`src/rtl/ib_dec_ctrl_pkg.sv`:
```
// Shared definitions for the IB-LDPC decoding-process controller:
// state encodings and the width helpers used to size its counters.
package ib_dec_ctrl_pkg;

    typedef enum logic [3:0] {
        ST_WARMUP    = 4'd0,
        ST_IDLE      = 4'd1,
        ST_LLR_FETCH = 4'd2,
        ST_CN_WAIT   = 4'd3,
        ST_CNU_PIPE  = 4'd4,
        ST_P2P_C     = 4'd5,
        ST_VN_WAIT   = 4'd6,
        ST_VNU_PIPE  = 4'd7,
        ST_P2P_V     = 4'd8,
        ST_DONE      = 4'd9
    } state_e;

    localparam int STATE_W = 4;

    // Bits needed to hold values 0..v-1, never less than one bit.
    function automatic int clog2w(input int v);
        return (v <= 1) ? 1 : $clog2(v);
    endfunction

    // Longest of the timed phases, which sizes the shared phase counter.
    function automatic int max4(input int a, input int b, input int c, input int d);
        int m;
        m = a;
        if (b > m) m = b;
        if (c > m) m = c;
        if (d > m) m = d;
        return m;
    endfunction

endpackage

```
`src/rtl/ram_we_delay_chain.sv`:
```
// Staggered write-enable chain: bit 0 is the registered input and every
// further bit repeats the previous one a cycle later, one per RAM bank.
module ram_we_delay_chain #(
    parameter int N = 4
) (
    input  logic         sys_clk_i,
    input  logic         rst_i,
    input  logic         clear_i,
    input  logic         in_i,
    output logic [N-1:0] we_o
);

    logic [N-1:0] we_q;

    // Shift the enable down the bank chain; a synchronous clear empties it.
    always_ff @(posedge sys_clk_i or posedge rst_i) begin
        if (rst_i) begin
            we_q <= '0;
        end else if (clear_i) begin
            we_q <= '0;
        end else begin
            we_q[0] <= in_i;
            for (int i = 1; i < N; i++) begin
                we_q[i] <= we_q[i-1];
            end
        end
    end

    assign we_o = we_q;

endmodule

```
`src/rtl/ib_decode_sched_ctrl.sv`:
```
// Decoding-process controller for one IB-LDPC frame: sequences LLR fetch,
// the CNU/VNU pipelines and the serial C2V/V2C transfers, counts
// iterations and stalls while the IB-ROMs are being updated.
module ib_decode_sched_ctrl
    import ib_dec_ctrl_pkg::*;
#(
    parameter int QUAN_SIZE   = 4,
    parameter int CNU_PIPE    = 4,
    parameter int VNU_PIPE    = 2,
    parameter int CN_FUN_NUM  = 4,
    parameter int VN_FUN_NUM  = 2,
    parameter int MAX_ITER    = 20,
    parameter int RESET_CYCLE = 100
) (
    input  logic                              sys_clk_i,
    input  logic                              rst_i,
    input  logic                              fsm_en_i,
    input  logic                              frame_valid_i,
    output logic                              frame_ready_o,
    input  logic                              termination_i,
    input  logic [CN_FUN_NUM-1:0]             cn_rom_busy_i,
    input  logic [VN_FUN_NUM-1:0]             vn_rom_busy_i,
    output logic [3:0]                        state_o,
    output logic [clog2w(MAX_ITER+1)-1:0]     iter_cnt_o,
    output logic                              llr_fetch_o,
    output logic                              cnu_rd_o,
    output logic                              vnu_rd_o,
    output logic                              c2v_load_o,
    output logic                              v2c_load_o,
    output logic [CN_FUN_NUM-1:0]             cn_ram_we_o,
    output logic [VN_FUN_NUM-1:0]             vn_ram_we_o,
    output logic                              frame_done_o,
    output logic                              early_term_o
);

    localparam int IT_W  = clog2w(MAX_ITER + 1);
    localparam int CNT_W = clog2w(max4(RESET_CYCLE, QUAN_SIZE, CNU_PIPE, VNU_PIPE) + 1);

    state_e            state_q, state_d;
    logic [CNT_W-1:0]  cnt_q, cnt_d;
    logic [IT_W-1:0]   iter_q, iter_d, iter_inc;
    logic              last_cycle;

    logic frame_ready_q, llr_fetch_q, cnu_rd_q, vnu_rd_q;
    logic c2v_load_q, v2c_load_q, frame_done_q, early_term_q;

    assign last_cycle = (cnt_q == CNT_W'(1));
    assign iter_inc   = iter_q + IT_W'(1);

    // Next-state logic: each timed state counts phase_cnt down to 1 and
    // reloads it with the length of the state it hands over to.
    always_comb begin
        state_d = state_q;
        cnt_d   = cnt_q;
        iter_d  = iter_q;
        if (!fsm_en_i) begin
            if (state_q != ST_WARMUP) begin
                state_d = ST_IDLE;
            end
            iter_d = '0;
        end else begin
            case (state_q)
                ST_WARMUP: begin
                    if (last_cycle) state_d = ST_IDLE;
                    else            cnt_d   = cnt_q - CNT_W'(1);
                end
                ST_IDLE: begin
                    if (frame_valid_i) begin
                        state_d = ST_LLR_FETCH;
                        cnt_d   = CNT_W'(QUAN_SIZE);
                        iter_d  = '0;
                    end
                end
                ST_LLR_FETCH: begin
                    if (last_cycle) state_d = ST_CN_WAIT;
                    else            cnt_d   = cnt_q - CNT_W'(1);
                end
                ST_CN_WAIT: begin
                    if (cn_rom_busy_i == '0) begin
                        state_d = ST_CNU_PIPE;
                        cnt_d   = CNT_W'(CNU_PIPE);
                    end
                end
                ST_CNU_PIPE: begin
                    if (last_cycle) begin
                        state_d = ST_P2P_C;
                        cnt_d   = CNT_W'(QUAN_SIZE);
                    end else begin
                        cnt_d = cnt_q - CNT_W'(1);
                    end
                end
                ST_P2P_C: begin
                    if (last_cycle) state_d = ST_VN_WAIT;
                    else            cnt_d   = cnt_q - CNT_W'(1);
                end
                ST_VN_WAIT: begin
                    if (vn_rom_busy_i == '0) begin
                        state_d = ST_VNU_PIPE;
                        cnt_d   = CNT_W'(VNU_PIPE);
                    end
                end
                ST_VNU_PIPE: begin
                    if (last_cycle) begin
                        state_d = ST_P2P_V;
                        cnt_d   = CNT_W'(QUAN_SIZE);
                    end else begin
                        cnt_d = cnt_q - CNT_W'(1);
                    end
                end
                ST_P2P_V: begin
                    if (last_cycle) begin
                        iter_d = iter_inc;
                        if (termination_i || (iter_inc == IT_W'(MAX_ITER))) state_d = ST_DONE;
                        else                                                state_d = ST_CN_WAIT;
                    end else begin
                        cnt_d = cnt_q - CNT_W'(1);
                    end
                end
                ST_DONE: begin
                    state_d = ST_IDLE;
                end
                default: begin
                    state_d = ST_IDLE;
                end
            endcase
        end
    end

    // State, counters and outputs registered together, so every output is
    // aligned with the state it belongs to and is cleared at once by reset.
    always_ff @(posedge sys_clk_i or posedge rst_i) begin
        if (rst_i) begin
            state_q       <= ST_WARMUP;
            cnt_q         <= CNT_W'(RESET_CYCLE);
            iter_q        <= '0;
            frame_ready_q <= 1'b0;
            llr_fetch_q   <= 1'b0;
            cnu_rd_q      <= 1'b0;
            vnu_rd_q      <= 1'b0;
            c2v_load_q    <= 1'b0;
            v2c_load_q    <= 1'b0;
            frame_done_q  <= 1'b0;
            early_term_q  <= 1'b0;
        end else begin
            state_q       <= state_d;
            cnt_q         <= cnt_d;
            iter_q        <= iter_d;
            frame_ready_q <= (state_d == ST_IDLE);
            llr_fetch_q   <= (state_d == ST_LLR_FETCH);
            cnu_rd_q      <= (state_d == ST_CNU_PIPE);
            vnu_rd_q      <= (state_d == ST_VNU_PIPE);
            c2v_load_q    <= (state_d == ST_P2P_C) && (state_q != ST_P2P_C);
            v2c_load_q    <= (state_d == ST_P2P_V) && (state_q != ST_P2P_V);
            frame_done_q  <= (state_d == ST_DONE);
            early_term_q  <= (state_d == ST_DONE) && termination_i;
        end
    end

    ram_we_delay_chain #(.N(CN_FUN_NUM)) u_cn_we_chain (
        .sys_clk_i (sys_clk_i),
        .rst_i     (rst_i),
        .clear_i   (!fsm_en_i),
        .in_i      (state_q == ST_CNU_PIPE),
        .we_o      (cn_ram_we_o)
    );

    ram_we_delay_chain #(.N(VN_FUN_NUM)) u_vn_we_chain (
        .sys_clk_i (sys_clk_i),
        .rst_i     (rst_i),
        .clear_i   (!fsm_en_i),
        .in_i      (state_q == ST_VNU_PIPE),
        .we_o      (vn_ram_we_o)
    );

    assign state_o       = state_q;
    assign iter_cnt_o    = iter_q;
    assign frame_ready_o = frame_ready_q;
    assign llr_fetch_o   = llr_fetch_q;
    assign cnu_rd_o      = cnu_rd_q;
    assign vnu_rd_o      = vnu_rd_q;
    assign c2v_load_o    = c2v_load_q;
    assign v2c_load_o    = v2c_load_q;
    assign frame_done_o  = frame_done_q;
    assign early_term_o  = early_term_q;

endmodule

```
`config.mk`:
```
export PLATFORM = sky130hd
export DESIGN_NAME = ib_decode_sched_ctrl
export DESIGN_NICKNAME = d
export VERILOG_FILES = /design/src/rtl/ib_dec_ctrl_pkg.sv /design/src/rtl/ram_we_delay_chain.sv /design/src/rtl/ib_decode_sched_ctrl.sv
export SDC_FILE = /design/constraint.sdc
export NUM_CORES = 1
export LEC_CHECK = 0
export ABC_CLOCK_PERIOD_IN_PS = 2850
export CORE_AREA = 2 2 71 56
export DETAILED_ROUTE_END_ITERATION = 16
export DIE_AREA = 0 0 73 58
export PLACE_DENSITY = 0.77
export SYNTH_ARGS = -nofsm -noshare
export SYNTH_HDL_FRONTEND = slang
export SYNTH_SLANG_ARGS = --single-unit
```
`constraint.sdc`:
```
create_clock -name sys_clk_i -period 2.85 [get_ports sys_clk_i]
set_input_delay 0.4275 -clock sys_clk_i [delete_from_list [all_inputs] [get_ports sys_clk_i]]
set_output_delay 0.4275 -clock sys_clk_i [all_outputs]
set_load 0.01 [all_outputs]
```
==> results_dict.tcl, run 1 <==
set metrics [dict create \
    status "complete, no violations" \
    cp-end-kind "flop" \
    hp-class "reg2reg" \
    dr_wl_met3_um 275 \
    routedWlPerCell_um 15.85 \
    cts_tree "done" \
    netlist_area_um2 1738 \
    htree_levels 2 \
    finalClockSkew_ns 0.005700 \
    cts_resized 0 \
    numPortBuffers 33 \
    fillerInstances 285 \
    viasPerCell 5.921 \
    ys_seq_area_share_pct 43.41 \
    fin_tns_setup_ns 0 \
    synth_nets 186 \
    rsz0062_at_grt "false" \
    die_area_um2 4234 \
    required_ns 3.01 \
    hold_viol_final 0 \
    grt_max_degree 31 \
    finalHoldWorstSlack_ns 0.4890 \
    antenna_found_initial 0 \
    multi_input_area_um2 889.6 \
    ir_drop_uv 457.7 \
    power_frac_comb_pct 35.8 \
    p_per_area_nw_per_um2 728.6 \
    fmax_mhz 413.8 \
    finalMaxSlewViolations 0 \
    drt_pass1_iterations 4 \
    sw_frac_of_total_pct 35.36 \
    ys_types 59 \
    postCtsSetupRepairBufs 0 \
    yosys.area.top_type "dfrtp_1" \
    ys_top_cells_by_area "dfrtp_1, dfstp_2, o21ai_0" \
    synth_cells 172 \
    power.share.clock_pct 27.6 \
    leakagePower_nw 0.9256 \
    overflow 0 \
    worst_setup_path_start_kind "flop" \
    worstHoldStart "u_cn_we_chain.we_o[2]" \
    slew_headroom_pct 53.89 \
    reg2reg_from "state_o[1]" \
    placement_rows 19 \
    core_um2 3542 \
    switching_power_uw 573.5 \
    clk_pin_slew_ns 0.06 \
    r2r_slack_ns 0.43 \
    die_w_um 73 \
    reg2reg_to "cnt_q[4]" \
    drt-initial-drc-count 150 \
    seq_power_share_pct 36.6 \
    crit_type "reg2reg" \
    insertion_delay_ns 0.28 \
    ff2ff_path_depth 6 \
    hold_buffers 0 \
    cts.sinks 30 \
    vias 1492 \
    nets 223 \
    die_height_um 58 \
    drc 0 \
    synth_edf_count 0 \
    min_to "u_cn_we_chain.we_o[3]" \
    ff_latch_area_um2 754.5 \
    synth_ff_type "dfrtp_1" \
    synthArstFlopShare_pct 100.0 \
    wl_met1_mm 1.868 \
    highest_layer "met4" \
    clockRootBuffer "clkbuf_8" \
    track_usage_pct 21.43 \
    setup_violations 0 \
    syn_area_per_cell_um2 10.10 \
    wl_met2_mm 1.805 \
    drive_gt1_share_pct 18.10 \
    hpwl_mm 2.884 \
    grt_pass1_wl_mm 6.817 \
    tightestPinTransition_ns 0.6854 \
    area_growth_pct 28.08 \
    ys_warn_count 0 \
    antennaDiodeCount 0 \
    initial_utilization_pct 49.06 \
    fin_crit_sh_pct 84.79 \
    cp_max_fo 9 \
    detail-route-antenna-nets 0 \
    synth_top_area_share_pct 38.88 \
    ctsLongestPathBuffers 2 \
    grt_pass1_vias 1403 \
    maxCapViolations 0 \
    hold_depth 1 \
    cp.arrival_ns 2.58 \
    cts_buffers 5 \
    post-route-min-period_ns 2.417 \
    ys_seq_elements 30 \
    p_int_mw 1.048 \
    routed_wl_mm 3.994 \
    gp_congestion 0.8930 \
    io_pins 34 \
]
cells by family (layout without fill, tap and decap cells):
| kind of cell | Yosys count | after routing | share of synthesized area [%] |
|---|---|---|---|
| buf+inv | 18 | 56 | 5.400 |
| xor+xnor | 2 | 2 | 1.008 |
| compound gates | 43 | 43 | 19.65 |
| flops | 30 | 30 | 43.41 |
| fa+ha+maj | 3 | 3 | 2.160 |
| simple gates | 76 | 76 | 28.37 |
routing by layer:
| metal | vias up | global-route usage [%] |
|---|---|---|
| met5 | - | 0 |
| met4 | 0 | 9.788 |
| met3 | 6 | 5.913 |
| met2 | 62 | 30.37 |
| met1 | 706 | 30.50 |
| li1 | 718 | - |
worst max-delay path, cell delays in order (launching register included):
cell,delay (ns)
dfrtp_1,0.45
nor3_1,0.55
o21ai_0,0.40
nor4bb_1,0.34
buf_4,0.20
o21ai_0,0.10
a32o_1,0.24
cells in the mapped netlist (all sizes together), types with 2 or more instances:
| master | count |
|---|---|
| a21oi | 5 |
| nor4 | 6 |
| a22o | 3 |
| and2 | 6 |
| nor4b | 2 |
| xor2 | 2 |
| or4b | 2 |
| nand2 | 8 |
| ha | 3 |
| nor3 | 12 |
| dfrtp | 27 |
| o21ai | 14 |
| buf | 9 |
| or2 | 2 |
| nor4bb | 3 |
| nor3b | 2 |
| nor2 | 13 |
| nor2b | 2 |
| nand3 | 3 |
| o221a | 3 |
| a21boi | 2 |
| a211oi | 2 |
| dfstp | 3 |
| inv | 8 |
| o211ai | 2 |
| nand2b | 3 |
| nand4 | 3 |
| o32a | 2 |
metrics by stage:
| step | setup WS [ns] | utilization (%) | total power [mW] | std cells | area (um2) |
|---|---|---|---|---|---|
| after floorplan | 0.7158 | - | 1.032 | 172 | 1738 |
| after global placement | 0.4071 | 59.55 | 1.144 | 244 | 2110 |
| after detailed placement | 0.2689 | 59.55 | 1.168 | 244 | 2110 |
| after CTS | 0.4850 | 62.84 | 1.617 | 252 | 2226 |
| after global routing | 0.2294 | 62.84 | 1.720 | 252 | 2226 |
| final | 0.4334 | 62.84 | 1.622 | 252 | 2226 |
state kept, by name (all words and copies together) (netlist names):
register and flops:
c2v_load_o 1, cnt_q 7, cnu_rd_o 1, early_term_o 1, frame_done_o 1, frame_ready_o 1
iter_cnt_o 5, llr_fetch_o 1, state_o 4, u_cn_we_chain.we_o 4, u_vn_we_chain.we_o 2, v2c_load_o 1
vnu_rd_o 1
power by group through the flow:
stage | Sequential (mW) | Combinational, mW | Clock, mW
2_1_floorplan | 0.573 | 0.459 | 0
3_3_place_gp | 0.590 | 0.553 | 0
3_5_place_dp | 0.594 | 0.574 | 0
4_1_cts | 0.589 | 0.572 | 0.456
5_1_grt | 0.606 | 0.637 | 0.477
6_report | 0.593 | 0.581 | 0.448
cells in the final DEF (no fill, tap or decap), drive strengths merged, types with 3 or more instances in the layout:
cell type	instances
o21ai	14
a21oi	5
inv	8
nor2	13
clkbuf	7
dfrtp	27
nor4bb	3
nand2	8
a22o	3
nand3	3
ha	3
o221a	3
nor4	6
dfstp	3
buf	7
nor3	12
nand2b	3
and2	6
nand4	3
clkdlybuf4s50	33
worst max path at each step:
stage                           startpoint        to  cells past startpoint  slack [ns]
after floorplan                   cnt_q[1]  cnt_q[4]                      7        0.72
after global placement    cn_rom_busy_i[1]  cnt_q[3]                      7        0.41
after detailed placement  cn_rom_busy_i[1]  cnt_q[4]                      7        0.27
after CTS                         cnt_q[1]  cnt_q[4]                      7        0.48
after global routing            state_o[1]  cnt_q[3]                      6        0.23
final                           state_o[1]  cnt_q[4]                      6        0.43
final cells by class:
class	instances	share of cell area [%]
clock inverters	1	1.349
repair buffers	40	17.20
multi-input cells	124	39.97
inverters	8	1.349
flip-flops and latches	30	33.90
well taps	42	2.361
clock buffers	7	3.879
No activity file was read; power rests on OpenSTA's default activity.
==> inputs of run 2 (changes only) <==
- ABC_CLOCK_PERIOD_IN_PS: 2850 -> 2260
- clock period: 2.85 -> 2.26 ns (I/O delays scaled with it)
==> run 2 against run 1 <==
Effect of this change:
- core utilization is 2.8 points higher
- fmax is 10% higher
- first-iteration DRC count is 39% lower
- combinational power is 47% higher
- critical path type unchanged
- largest power group is now combinational cells
==> results_dict.tcl, run 2 (synthesis results as in run 1) <==
set metrics [dict create \
    cp_slowest_cell "or4b_1" \
    largest_register_ffs 7 \
    overflow 0 \
    drt-initial-drc-count 92 \
    cp.arrival_ns 2.34 \
    area_growth_pct 33.84 \
    track_usage_pct 22.55 \
    die_w_um 73 \
    clockRootBuffer "clkbuf_8" \
    antennaDiodeCount 0 \
    p_int_mw 1.309 \
    max_stage_delay_ns 0.52 \
    numPortBuffers 33 \
    drc 0 \
    cts_tree "done" \
    clk_pin_slew_ns 0.07 \
    ctsLongestPathBuffers 2 \
    power_frac_comb_pct 41.8 \
    maxCapViolations 0 \
    drive_gt1_share_pct 24.44 \
    vias 1582 \
    insertion_delay_ns 0.28 \
    seq_power_share_pct 36.3 \
    gp_congestion 0.9221 \
    total_power_mw 2.041 \
    hp-class "in2async" \
    grt_pass1_wl_mm 7.320 \
    viasPerCell 5.925 \
    ir_drop_uv 425.5 \
    reg2reg_to "iter_cnt_o[2]" \
    final_area_um2 2326 \
    htree_levels 2 \
    reg2reg_from "state_o[1]" \
    initial_utilization_pct 49.06 \
    required_ns 2.41 \
    cp-end-kind "flop" \
    detail-route-antenna-nets 0 \
    fmax_mhz 456.9 \
    slew_headroom_pct 66.20 \
    fillerInstances 262 \
    core_um2 3542 \
    switching_power_uw 732.3 \
    regMostFlops "cnt_q" \
    layout_commonest_cell "clkdlybuf4s50_1" \
    leakagePower_nw 0.9926 \
    finalClockSkew_ns 0.004463 \
    drt_pass1_iterations 4 \
    status "complete, no violations" \
    die_height_um 58 \
    die_area_um2 4234 \
    ff2ff_path_depth 6 \
    rsz0062_at_grt "false" \
    routedWlPerCell_um 15.70 \
    power.share.clock_pct 21.9 \
    sw_frac_of_total_pct 35.87 \
    p_per_area_nw_per_um2 877.6 \
    hold_viol_final 0 \
    crit_top_cell "o21ai_0" \
    worst_setup_path_start_kind "flop" \
    finish.utilization_pct 65.67 \
    grt_pass1_vias 1587 \
    hpwl_mm 3.151 \
    fin_crit_sh_pct 96.84 \
    crit_chain "buf_4 > or4b_1 > nor3_2 > nor2_1 > o21ai_0 > o21ai_0" \
    fin_tns_setup_ns 0 \
    routed_wl_mm 4.192 \
    nets 238 \
    cp_max_fo 12 \
    grt_max_degree 31 \
    setup_violations 0 \
    crit_type "reg2reg" \
    post-route-min-period_ns 2.189 \
    postPlaceCellArea_um2 2215 \
    r2r_slack_ns 0.07 \
    antenna_found_initial 0 \
    cts_buffers 5 \
    cts.sinks 30 \
    finalMaxSlewViolations 0 \
    cp_num_buf_inv 1 \
    placement_rows 19 \
    hold_buffers 0 \
    io_pins 34 \
    tightestPinTransition_ns 0.5036 \
    mostFrequentLayoutCells "clkdlybuf4s50_1, dfrtp_1, buf_4" \
    cpLargestDelayFamily "simple AND/OR/NAND/NOR gates" \
]
run 2: cell count changes in the layout (fill, tap and decap cells not counted), sizes merged:
| cell | delta |
|---|---|
| buf | +15 |
| clkbuf | -1 |
| clkinv | +1 |
| bufinv | -1 |
| clkinvlp | +1 |
run 2: tightest hold or removal path, stage by stage:
cell and delay (ns):
clkdlybuf4s50_1 0.39, inv_1 0.05, buf_4 0.33
run 2: final cells by class:
class	count	area, um2	area share (%)
multi-input cells	124	898.4	38.62
flip-flops and latches	30	754.5	32.44
repair buffers	55	495.5	21.30
clock buffers	6	82.58	3.550
well taps	42	52.55	2.259
inverters	8	30.03	1.291
clock inverters	2	12.51	0.5379
run 2: timing repair:
item                                    4_1_cts  5_1_grt
gates resized for setup                       1        2
buffers inserted                              0        1
pin swaps                                     0        1
endpoints found under the setup margin        2        7
run 2: worst max-delay path by stage:
stage,start,endpoint,slack [ns],cells after the start
2_1_floorplan,cnt_q[1],cnt_q[4],0.13,7
3_3_place_gp,cn_rom_busy_i[1],cnu_rd_o,-0.06,7
3_5_place_dp,cn_rom_busy_i[1],cnu_rd_o,-0.21,7
4_1_cts,cnt_q[1],frame_ready_o,0.001,7
5_1_grt,state_o[3],early_term_o,0.00007,6
6_report,state_o[1],iter_cnt_o[2],0.07,6
run 2: per-layer routing:
layer  share of wire, %  global-route usage, %  vias up
met4                1.6                  8.730        0
met2                 47                  35.52       59
met3                5.9                  4.348        7
met5                  0                      0        -
li1                   -                      -      747
met1                 45                  30.87      769
run 2: power by group through the flow:
stage	clock network [mW]	registers, mW	logic, mW
after detailed placement	0	0.743	0.840
final	0.447	0.740	0.854
after global placement	0	0.737	0.808
after CTS	0.460	0.736	0.842
after floorplan	0	0.722	0.579
after global routing	0.483	0.757	0.944
run 2: per-stage QoR:
step	setup slack, ns	hold slack, ns	instances
after global placement	-0.05814	0.4649	258
final	0.07139	0.4197	267
after CTS	0.001495	0.4412	266
after floorplan	0.1258	0.4276	172
after global routing	0.00006928	0.4508	267
after detailed placement	-0.2102	0.4689	258
==> inputs of run 3 (changes only) <==
- ABC_AREA: not set -> 1
- PLACE_DENSITY: 0.77 -> 0.76
==> run 3 against run 2 <==
Effect of this change:
- die area did not move
- wire length down 16%
- highest routed layer unchanged
- clock-buffer cell count is the same
- global-route usage decreased by 3.4 points
- worst hold slack better by 0.0028 ns
- cell count is 10% higher
==> results_dict.tcl, run 3 <==
set metrics [dict create \
    gp_congestion 0.9239 \
    cts.sinks 30 \
    ff2ff_path_depth 12 \
    post-route-min-period_ns 1.848 \
    cts_tree "done" \
    mostFrequentLayoutCells "nand2_1, clkdlybuf4s50_1, dfrtp_1" \
    grt_max_degree 31 \
    multi_input_area_um2 814.5 \
    setup_violations 0 \
    synth_commonest_cells "nand2_1, dfrtp_1, inv_1, nor2_1, nand2_2" \
    status "complete, no violations" \
    die_height_um 58 \
    placement_rows 19 \
    clk_pin_slew_ns 0.07 \
    synth_nets 227 \
    slew_headroom_pct 70.91 \
    grt_pass1_vias 1345 \
    synthArstFlopShare_pct 100.0 \
    largest_register_ffs 7 \
    routedWlPerCell_um 11.96 \
    tightestPinTransition_ns 0.4364 \
    ctsLongestPathBuffers 2 \
    synth_most_common_cell "nand2_1" \
    netlist_area_um2 1728 \
    drive_gt1_share_pct 20.16 \
    initial_utilization_pct 48.78 \
    layout_commonest_cell "nand2_1" \
    track_usage_pct 19.13 \
    leakagePower_nw 1.090 \
    syn_area_per_cell_um2 8.112 \
    cp_num_buf_inv 1 \
    overflow 0 \
    numPortBuffers 33 \
    p_per_area_nw_per_um2 970.6 \
    drc 0 \
    endpoint "state_o[0]" \
    viasPerCell 4.953 \
    cp_max_fo 10 \
    hold_viol_final 0 \
    hp-class "in2async" \
    fillerInstances 324 \
    maxCapViolations 0 \
    synth_cells 213 \
    ys_seq_elements 30 \
    hold_buffers 0 \
    clockRootBuffer "clkbuf_8" \
    reg2reg_from "cnt_q[1]" \
    grt_pass1_wl_mm 6.106 \
    die_w_um 73 \
    fin_tns_setup_ns 0 \
    regMostFlops "cnt_q" \
    required_ns 1.92 \
    yosys.area.top_type "dfrtp_1" \
    max_stage_delay_ns 0.62 \
    finalMaxSlewViolations 0 \
    crit_type "reg2out" \
    synth_ff_type "dfrtp_1" \
    core_um2 3542 \
    cp_slowest_cell "clkdlybuf4s50_1" \
    ys_seq_area_share_pct 43.66 \
    postCtsSetupRepairBufs 0 \
    fin_cells 295 \
    cp.arrival_ns 1.51 \
    dp.cells 287 \
    nets 266 \
    ff_latch_area_um2 754.5 \
    ys_warn_count 0 \
    cpLargestDelayFamily "buffers and inverters" \
    hpwl_mm 2.791 \
    finalClockSkew_ns 0.009513 \
    r2r_slack_ns 0.41 \
    ys_top_cells_by_area "dfrtp_1, nand2_1, inv_1" \
    drt_pass1_iterations 4 \
    rsz0062_at_grt "false" \
    die_area_um2 4234 \
    synth_top_area_share_pct 39.10 \
    worst_setup_path_start_kind "flop" \
    drt-initial-drc-count 78 \
    ir_drop_uv 477.4 \
    insertion_delay_ns 0.29 \
    synth_edf_count 0 \
    vias 1461 \
    routed_wl_mm 3.527 \
    cp-end-kind "output pin" \
    path_depth 1 \
    antenna_found_initial 0 \
    cts_resized 0 \
    antennaDiodeCount 0 \
    detail-route-antenna-nets 0 \
    io_pins 34 \
    area_growth_pct 26.94 \
    crit_chain "clkdlybuf4s50_1" \
    cts_buffers 5 \
    htree_levels 2 \
    crit_start "state_o[0]" \
    fmax_mhz 541.0 \
    ys_types 30 \
    fin_crit_sh_pct 81.79 \
    reg2reg_to "llr_fetch_o" \
]
-- run 3: cell types whose count changed after synthesis, sizes merged, moves of 4 or more --
cell | previous run | this run
nor2 | 13 | 33
nand3 | 3 | 11
nor4 | 6 | 0
nand2 | 8 | 60
o21ai | 14 | 10
buf | 9 | 3
and2 | 6 | 0
nor3 | 12 | 7
inv | 8 | 32
-- run 3: final cells by class --
cell class	count	area share, %
Tap cell	42	2.396
Clock inverter	2	0.5705
Inverter	33	5.990
Clock buffer	6	3.765
Timing Repair Buffer	35	15.74
Multi-Input combinational cell	147	37.14
Sequential cell	30	34.40
-- run 3: how the worst min path moves through the flow --
stage                                        to  slack [ns]  depth (start not counted)
final                     u_cn_we_chain.we_o[0]        0.42                          3
after global placement    u_vn_we_chain.we_o[1]        0.45                          2
after global routing      u_cn_we_chain.we_o[0]        0.47                          3
after detailed placement  u_vn_we_chain.we_o[1]        0.45                          2
after floorplan                      c2v_load_o        0.43                          1
after CTS                            state_o[2]        0.43                          3
-- run 3: routing by layer --
metal	vias to the layer above	global-route usage (%)	part of all wire (%)	routed length [um]
li1	750	-	-	-
met1	659	28.99	52	1820
met2	45	26.13	41	1450
met3	7	4.348	5.4	190
met4	0	7.937	1.8	65
met5	-	0	0	0
-- run 3: metrics by stage --
stage / util (%) / power [mW] / worst slack (ns) / instance area (um2) / hold slack (ns)
floorplan: - / 1.455 / 0.7301 / 1728 / 0.4276
global placement: 59.24 / 1.671 / 0.4513 / 2098 / 0.4484
detailed placement: 59.24 / 1.674 / 0.4158 / 2098 / 0.4534
CTS: 61.92 / 2.135 / 0.4042 / 2193 / 0.4350
global route: 61.92 / 2.294 / 0.2347 / 2193 / 0.4689
finish: 61.92 / 2.129 / 0.4115 / 2193 / 0.4225
-- run 3: power by group --
part	total [mW]	switching [mW]	leakage, nW	internal [mW]
Clock	0.456	0.211	0.0472	0.244
Sequential	0.767	0.120	0.399	0.646
Combinational	0.906	0.544	0.645	0.363
-- run 3: kinds of logic after synthesis --
| group | after synthesis | synth area share, % |
|---|---|---|
| DFF | 30 | 43.66 |
| buffers and inverters | 36 | 9.196 |
| xor gates and xnor gates | 5 | 2.534 |
| adders and majority gates | 3 | 2.173 |
| AOI/OAI and AO/OA | 22 | 7.241 |
| and+or+nand+nor | 117 | 35.19 |
